==> src/rtl/output_arbiter.sv <==
// Per-output switch allocator: round-robin grant held for a whole packet,
// AND-OR crossbar mux of the granted port's flits and per-port stall generation.
module output_arbiter #(
   parameter int packet_size      = 32,
   parameter int flit_size        = 4,
   parameter int flits_per_packet = packet_size / flit_size
) (
   input  logic                   clk,
   input  logic                   reset,
   input  logic [4:0]             request_in,
   input  logic [5*flit_size-1:0] flit_in,
   input  logic                   downstream_ready,
   output logic [4:0]             grant,
   output logic [4:0]             stall,
   output logic [flit_size-1:0]   flit_out,
   output logic                   flit_valid
);

   localparam int count_w = (flits_per_packet > 1) ? $clog2(flits_per_packet) : 1;
   localparam logic [count_w-1:0] last_flit = count_w'(flits_per_packet - 1);

   typedef enum logic {IDLE = 1'b0, BUSY = 1'b1} state_t;

   state_t               state_r, state_s;
   logic [4:0]           grant_r, grant_s;
   logic [count_w-1:0]   flit_count_r, flit_count_s;
   logic [2:0]           rr_pointer_r, rr_pointer_s;
   logic [2:0]           granted_idx_s;
   logic [flit_size-1:0] flit_out_s;
   logic [4:0]           stall_s;

   // First requester found scanning ptr, ptr+1, ... modulo 5.
   function automatic logic [4:0] rr_pick(input logic [4:0] req, input logic [2:0] ptr);
      logic [4:0] pick;
      logic       found;
      logic [3:0] idx;
      pick  = 5'b00000;
      found = 1'b0;
      for (int k = 0; k < 5; k++) begin
         idx = {1'b0, ptr} + 4'(k);
         if (idx >= 4'd5) begin
            idx = idx - 4'd5;
         end else begin
            idx = idx;
         end
         if (!found && req[idx[2:0]]) begin
            pick[idx[2:0]] = 1'b1;
            found          = 1'b1;
         end else begin
            found = found;
         end
      end
      return pick;
   endfunction

   function automatic logic [2:0] onehot_index(input logic [4:0] oh);
      case (oh)
         5'b00001: return 3'd0;
         5'b00010: return 3'd1;
         5'b00100: return 3'd2;
         5'b01000: return 3'd3;
         5'b10000: return 3'd4;
         default:  return 3'd0;
      endcase
   endfunction

   assign granted_idx_s = onehot_index(grant_r);

   // State, grant, flit counter and round-robin pointer registers
   always_ff @(posedge clk) begin
      if (reset) begin
         state_r      <= IDLE;
         grant_r      <= 5'b00000;
         flit_count_r <= '0;
         rr_pointer_r <= 3'd0;
      end else begin
         state_r      <= state_s;
         grant_r      <= grant_s;
         flit_count_r <= flit_count_s;
         rr_pointer_r <= rr_pointer_s;
      end
   end

   // Arbitration and packet-length tracking
   always_comb begin
      state_s      = state_r;
      grant_s      = grant_r;
      flit_count_s = flit_count_r;
      rr_pointer_s = rr_pointer_r;
      case (state_r)
         IDLE: begin
            if (request_in != 5'b00000) begin
               grant_s      = rr_pick(request_in, rr_pointer_r);
               state_s      = BUSY;
               flit_count_s = '0;
            end else begin
               grant_s = 5'b00000;
            end
         end
         BUSY: begin
            if (downstream_ready) begin
               if (flit_count_r == last_flit) begin
                  // The port just served drops to lowest priority.
                  state_s      = IDLE;
                  grant_s      = 5'b00000;
                  flit_count_s = '0;
                  rr_pointer_s = (granted_idx_s == 3'd4) ? 3'd0 : granted_idx_s + 3'd1;
               end else begin
                  flit_count_s = flit_count_r + count_w'(1);
               end
            end else begin
               flit_count_s = flit_count_r;
            end
         end
         default: begin
            state_s      = IDLE;
            grant_s      = 5'b00000;
            flit_count_s = '0;
         end
      endcase
   end

   // Crossbar mux and stall generation
   always_comb begin
      flit_out_s = '0;
      stall_s    = 5'b00000;
      for (int i = 0; i < 5; i++) begin
         if (grant_r[i]) begin
            flit_out_s = flit_out_s | flit_in[i*flit_size +: flit_size];
         end else begin
            flit_out_s = flit_out_s;
         end
         stall_s[i] = request_in[i] && !(grant_r[i] && downstream_ready);
      end
   end

   assign grant      = grant_r;
   assign stall      = stall_s;
   assign flit_out   = flit_out_s;
   assign flit_valid = (state_r == BUSY) && downstream_ready;

endmodule

==> config.mk <==
export PLATFORM = sky130hd
export DESIGN_NAME = output_arbiter
export DESIGN_NICKNAME = d
export VERILOG_FILES = /design/src/rtl/output_arbiter.sv
export SDC_FILE = /design/constraint.sdc
export NUM_CORES = 1
export LEC_CHECK = 0
export BUFFER_PORTS_ARGS = -buffer_cell sky130_fd_sc_hd__buf_2
export CAP_MARGIN = 5
export CELL_PAD_IN_SITES_DETAIL_PLACEMENT = 1
export CELL_PAD_IN_SITES_GLOBAL_PLACEMENT = 1
export CORE_MARGIN = 5
export CORE_UTILIZATION = 43
export DETAILED_ROUTE_END_ITERATION = 8
export PLACE_DENSITY_LB_ADDON = 0.1
export SYNTH_ARGS = -nofsm -noshare
export SYNTH_HDL_FRONTEND = slang
export SYNTH_SLANG_ARGS = --single-unit
==> constraint.sdc <==
create_clock -name clk -period 6.3 [get_ports clk]
set_input_delay 1.26 -clock clk [delete_from_list [all_inputs] [get_ports clk]]
set_output_delay 1.26 -clock clk [all_outputs]
set_load 0.02 [all_outputs]
==> impl_metrics.yaml, run 1 <==
logic_synthesis:
  yosys_warnings: 0
  synth_top_area_cell: "dfxtp_1"
  synth_ff_type: "dfxtp_1"
  synth_cell_type_count: 63
  syn_area_per_cell_um2: 7.32
  synthCells: 266
  synth-seq-cells: 12
  yosysSeqAreaShare: 0.123
  syn_area_mm2: 0.00195
  syn_nets: 308
  synth_edf_count: 0
  yosys-top-cells-area: "dfxtp_1, ha_1, mux2i_1"
  synth-async-reset-ratio: 0
  synth_top_area_share: 0.123
sta:
  max_freq_ghz: 0.270
  skew_ns: 0.00201
  period_needed_ns: 3.70
  report.final.slew_viol_count: 0
  relSlewSlack: 0.464
  rsz0062_at_grt: "false"
  hold_viol: 0
  finalCritPeriodShare: 0.588
  fin_tns_setup_ns: 0
  worstMarginPinSlew_ns: 0.803
  setup_viol: 0
power_and_ir_drop:
  p_clk_frac: 0.341
  internal-power_w: 0.000143
  ir_worst_vdd_v: 0.0000794
  p_leak_nw: 0.916
  switching_share: 0.319
  power_frac_comb: 0.270
  net-switching-power_w: 0.0000670
  cellPowerDensity_mw_per_mm2: 95.7
  seq_power_share: 0.390
floorplan:
  std_cell_rows: 24
  die_w_um: 77.3
  die_y_um: 77.3
  io_pins: 43
  core_mm2: 0.00438
  start_util: 0.444
  dieArea_mm2: 0.00597
finish:
  final_nets: 337
  area_delta_synth_final_pct: 12.7
  final_cell_mix: "buf_2, nand2_1, a21oi_1"
  design_area_mm2: 0.00219
  final_common_cell: "buf_2"
  diodes: 0
  final_cells: 345
  post-route-util: 0.500
  n_fill_cell: 591
  drive_gt1_frac: 0.201
  multi_input_area_mm2: 0.00158
  regArea_um2: 240
detailed_routing:
  wl_mm: 6.64
  drtAntennaViolNets: 0
  drtPass1Iterations: 4
  wl_per_cell_um: 19.2
  vias: 2194
  drcViolationCount: 0
  viasPerCell: 6.36
  dr.first_iter.drc_count: 206
clocking:
  htreeDepth: 1
  cts_hold_buffers: 0
  cts_sinks: 12
  cts_max_path_buffers: 2
  postCtsSetupBuffers: 0
  cts.repair.resized: 0
  cts_root_buf: "clkbuf_8"
  path_clk_slew_ns: 0.05
  clock_latency_ns: 0.24
  numCtsBuffers: 3
  cts_tree: "built"
place:
  io_buffer_count: 42
  placed_area_mm2: 0.00215
  dp_hpwl_mm: 5.08
  dp_cells: 342
  gp_congestion: 0.898
global_routing:
  overflow: 0
  track_usage: 0.220
  grt_max_degree: 42
  grt_pass1_vias: 2151
  grt_pass1_wl_mm: 10.9
  grt_antenna_before_repair: 0
status:
  status: "completed"
worst_setup_path:
  cp.arrival_ns: 3.87
  worstPathRequired_ns: 6.46
  timing.critical_path.fanout_max: 19
  start_kind: "flop"
  cp-end-kind: "flop"
  crit_type: "flop to flop"
hold_path:
  hp-class: "flop to flop"
run:
  drv_cap: 0
==> power groups by stage <==
stage | registers (W) | logic [W] | clock network (W)
6_report | 0.0000818 | 0.0000566 | 0.0000715
3_3_place_gp | 0.0000833 | 0.0000558 | 0
5_1_grt | 0.0000822 | 0.0000620 | 0.0000790
3_5_place_dp | 0.0000833 | 0.0000563 | 0
4_1_cts | 0.0000817 | 0.0000566 | 0.0000732
2_1_floorplan | 0.0000818 | 0.0000354 | 0
==> area by class of cell <==
cell class,instances,area share
Multi-Input combinational cell,223,0.722
Sequential cell,12,0.110
Timing Repair Buffer,43,0.0993
Tap cell,52,0.0297
Inverter,12,0.0205
Clock buffer,3,0.0188
==> stage by stage <==
step / setup slack (ns) / power, W / hold WS (ns)
6_report: 2.60 / 0.000210 / 0.479
4_1_cts: 2.66 / 0.000211 / 0.479
3_3_place_gp: 2.81 / 0.000139 / 0.463
3_5_place_dp: 2.68 / 0.000140 / 0.471
5_1_grt: 2.34 / 0.000223 / 0.499
2_1_floorplan: 3.01 / 0.000117 / 0.452
==> cell usage after synthesis (2+ instances only) <==
library cell and n:
nand2_1 28, a21oi_1 18, nor2_1 15, mux2i_1 14, clkbuf_1 13, ha_1 13, dfxtp_1 12, inv_1 12
nand3_1 11, nor3_1 10, a21boi_0 7, nand2b_1 7, o21ai_0 7, a22oi_1 6, a222oi_1 5, buf_2 5
a21o_1 4, a31oi_1 4, nand4_1 4, or2_2 4, a32oi_1 3, nor2b_1 3, nor4_1 3, o211ai_1 3
o21bai_1 3, o22ai_1 3, o31ai_1 3, xnor2_1 3, a21bo_2 2, and3b_1 2, mux4_2 2, o221ai_1 2
o31a_1 2, or3_1 2, or3b_1 2, or4_1 2
==> registers in the layout (all words and copies together) (netlist names) <==
name / flops
flit_count_r: 3
grant: 5
rr_pointer_r: 3
state_r: 1
==> metal layers <==
metal,track usage,up-vias,part of all wire
met1,0.298,1057,0.45
li1,-,1063,-
met4,0.0498,0,0.0086
met2,0.359,67,0.47
met5,0,-,0
met3,0.0422,7,0.065
==> kinds of logic (layout without fill, tap and decap cells) <==
family                   after synthesis  after routing  share of synthesized area
AO/OA/AOI/OAI                         88             88                      0.335
XOR/XNOR                               3              3                     0.0135
adder cells (fa/ha/maj)               14             14                     0.0938
buffers and inverters                 31             58                     0.0630
flip-flops                            12             12                      0.123
multiplexers                          18             18                      0.107
AND/OR/NAND/NOR                      100            100                      0.264
==> worst max-delay path, cell delays in order (launching register included) <==
cell and delay, ns:
dfxtp_1 0.84, inv_1 0.22, ha_1 0.73, mux2_2 0.42
a2bb2oi_1 0.22, nand2_1 0.11, nor4_1 0.54, a32o_1 0.22
a222oi_1 0.08, a221oi_2 0.23
==> worst paths after layout <==
check | from | endpoint | depth (start not counted) | slack (ns)
min reg2reg | flit_count_r[2]$_SDFFE_PP0P_ | flit_count_r[2]$_SDFFE_PP0P_ | 2 | 0.48
max reg2reg | rr_pointer_r[1]$_SDFFE_PP0P_ | grant[0]$_SDFFE_PP0P_ | 9 | 2.60
min | flit_count_r[2]$_SDFFE_PP0P_ | flit_count_r[2]$_SDFFE_PP0P_ | 2 | 0.48
max | rr_pointer_r[1]$_SDFFE_PP0P_ | grant[0]$_SDFFE_PP0P_ | 9 | 2.60
(Power assumes the default switching activity.)
==> inputs of run 2 (changes only) <==
CORE_UTILIZATION = 36   (was 43)
clock period = 3.1 ns   (was 6.3 ns; I/O delays follow)
==> impl_metrics.yaml, run 2 (same netlist as run 1, synthesis figures left out) <==
worst_setup_path:
  worstPathRequired_ns: 3.23
  start_kind: "flop"
  cp.arrival_ns: 2.99
  crit_type: "flop to flop"
  crit_start: "rr_pointer_r[0]$_SDFFE_PP0P_"
  cp-end-kind: "flop"
  r2r-start: "rr_pointer_r[0]$_SDFFE_PP0P_"
  timing.critical_path.fanout_max: 8
sta:
  worstMarginPinSlew_ns: 0.616
  hold_viol: 0
  report.final.slew_viol_count: 0
  fin_tns_setup_ns: 0
  holdWs_ns: 0.472
  max_freq_ghz: 0.350
  rsz0062_at_grt: "false"
  setup_viol: 0
  period_needed_ns: 2.86
  relSlewSlack: 0.586
  skew_ns: 0.00377
  finalCritPeriodShare: 0.922
floorplan:
  dieArea_mm2: 0.00698
  die_w_um: 83.5
  std_cell_rows: 26
  core_mm2: 0.00517
  die_y_um: 83.5
  start_util: 0.376
  io_pins: 43
power_and_ir_drop:
  switching_share: 0.312
  power_frac_comb: 0.259
  net-switching-power_w: 0.000145
  internal-power_w: 0.000319
  p_clk_frac: 0.383
  cellPowerDensity_mw_per_mm2: 197
  ir_worst_vdd_v: 0.000175
  p_leak_nw: 0.987
  finalPower_w: 0.000464
  seq_power_share: 0.358
place:
  io_buffer_count: 42
  dp_hpwl_mm: 5.60
  gp_congestion: 0.909
  placed_area_mm2: 0.00229
clocking:
  cts_max_path_buffers: 2
  clock_latency_ns: 0.25
  cts_hold_buffers: 0
  path_clk_slew_ns: 0.06
  cts_root_buf: "clkbuf_8"
  postCtsSetupBuffers: 0
  cts_sinks: 12
  numCtsBuffers: 3
  cts_tree: "built"
  htreeDepth: 1
finish:
  final_common_cell: "buf_2"
  largest_reg_flops: 5
  design_area_mm2: 0.00235
  final_nets: 352
  diodes: 0
  drive_gt1_frac: 0.252
  n_fill_cell: 673
  area_delta_synth_final_pct: 20.8
  final_cell_mix: "buf_2, nand2_1, a21oi_1"
detailed_routing:
  drtPass1Iterations: 5
  dr.first_iter.drc_count: 138
  drcViolationCount: 0
  vias: 2256
  drtAntennaViolNets: 0
  wl_per_cell_um: 19.1
  viasPerCell: 5.95
  wl_mm: 7.25
hold_path:
  worstHoldStart: "flit_count_r[1]$_SDFFE_PP0P_"
  hp-class: "flop to flop"
global_routing:
  track_usage: 0.206
  grt_antenna_before_repair: 0
  grt_pass1_wl_mm: 11.9
  grt_pass1_vias: 2289
  overflow: 0
  grt_max_degree: 35
status:
  status: "completed"
run:
  drv_cap: 0
run 2: worst max-delay path, stage by stage, from the launching register on:
cell and delay, ns:
dfxtp_1 0.33, inv_1 0.13, ha_1 0.31, ha_1 0.40
nand2b_1 0.27, a21bo_2 0.26, a21oi_1 0.22, nor4_2 0.10
buf_4 0.15, a22oi_1 0.22, nor3_1 0.09, o31a_1 0.25
run 2: power groups by stage:
stage                     clock, W  sequential [W]  combinational (W)
after detailed placement         0        0.000170           0.000119
after global routing      0.000188        0.000168           0.000132
after floorplan                  0        0.000166          0.0000719
after global placement           0        0.000170           0.000117
final                     0.000178        0.000166           0.000120
after CTS                 0.000179        0.000166           0.000120
run 2: cell type report:
class / count / area [um^2] / area share
clock buffer: 4 / 55.1 / 0.0234
multi-input combinational: 223 / 1590 / 0.677
timing repair buffer: 58 / 330 / 0.141
tap: 70 / 87.6 / 0.0373
sequential: 12 / 241 / 0.103
inverter: 12 / 45.0 / 0.0192
run 2: worst paths after layout:
kind         depth (start not counted)  slack (ns)                           end
max reg2reg                         11        0.24         grant[3]$_SDFFE_PP0P_
min reg2reg                          2        0.47  flit_count_r[1]$_SDFFE_PP0P_
max                                 11        0.24         grant[3]$_SDFFE_PP0P_
min                                  2        0.47  flit_count_r[1]$_SDFFE_PP0P_
run 2: what timing repair did:
item                                   in CTS  in global routing
endpoints found under the hold margin       0                  0
gates resized for setup                     0                  3
setup endpoints to repair                   0                  3
run 2: metrics by stage:
step,std cells,setup slack [ns],util
after floorplan,266,0.0822,-
after detailed placement,375,0.271,0.442
after global routing,379,0.0116,0.455
after global placement,375,0.286,0.442
final,379,0.242,0.455
after CTS,379,0.247,0.453
run 2: per-layer routing:
| metal | part of all wire | global-route usage | vias to the layer above |
|---|---|---|---|
| li1 | - | - | 1104 |
| met1 | 0.47 | 0.278 | 1094 |
| met2 | 0.47 | 0.345 | 45 |
| met3 | 0.037 | 0.0316 | 13 |
| met4 | 0.017 | 0.0468 | 0 |
| met5 | 0 | 0 | - |
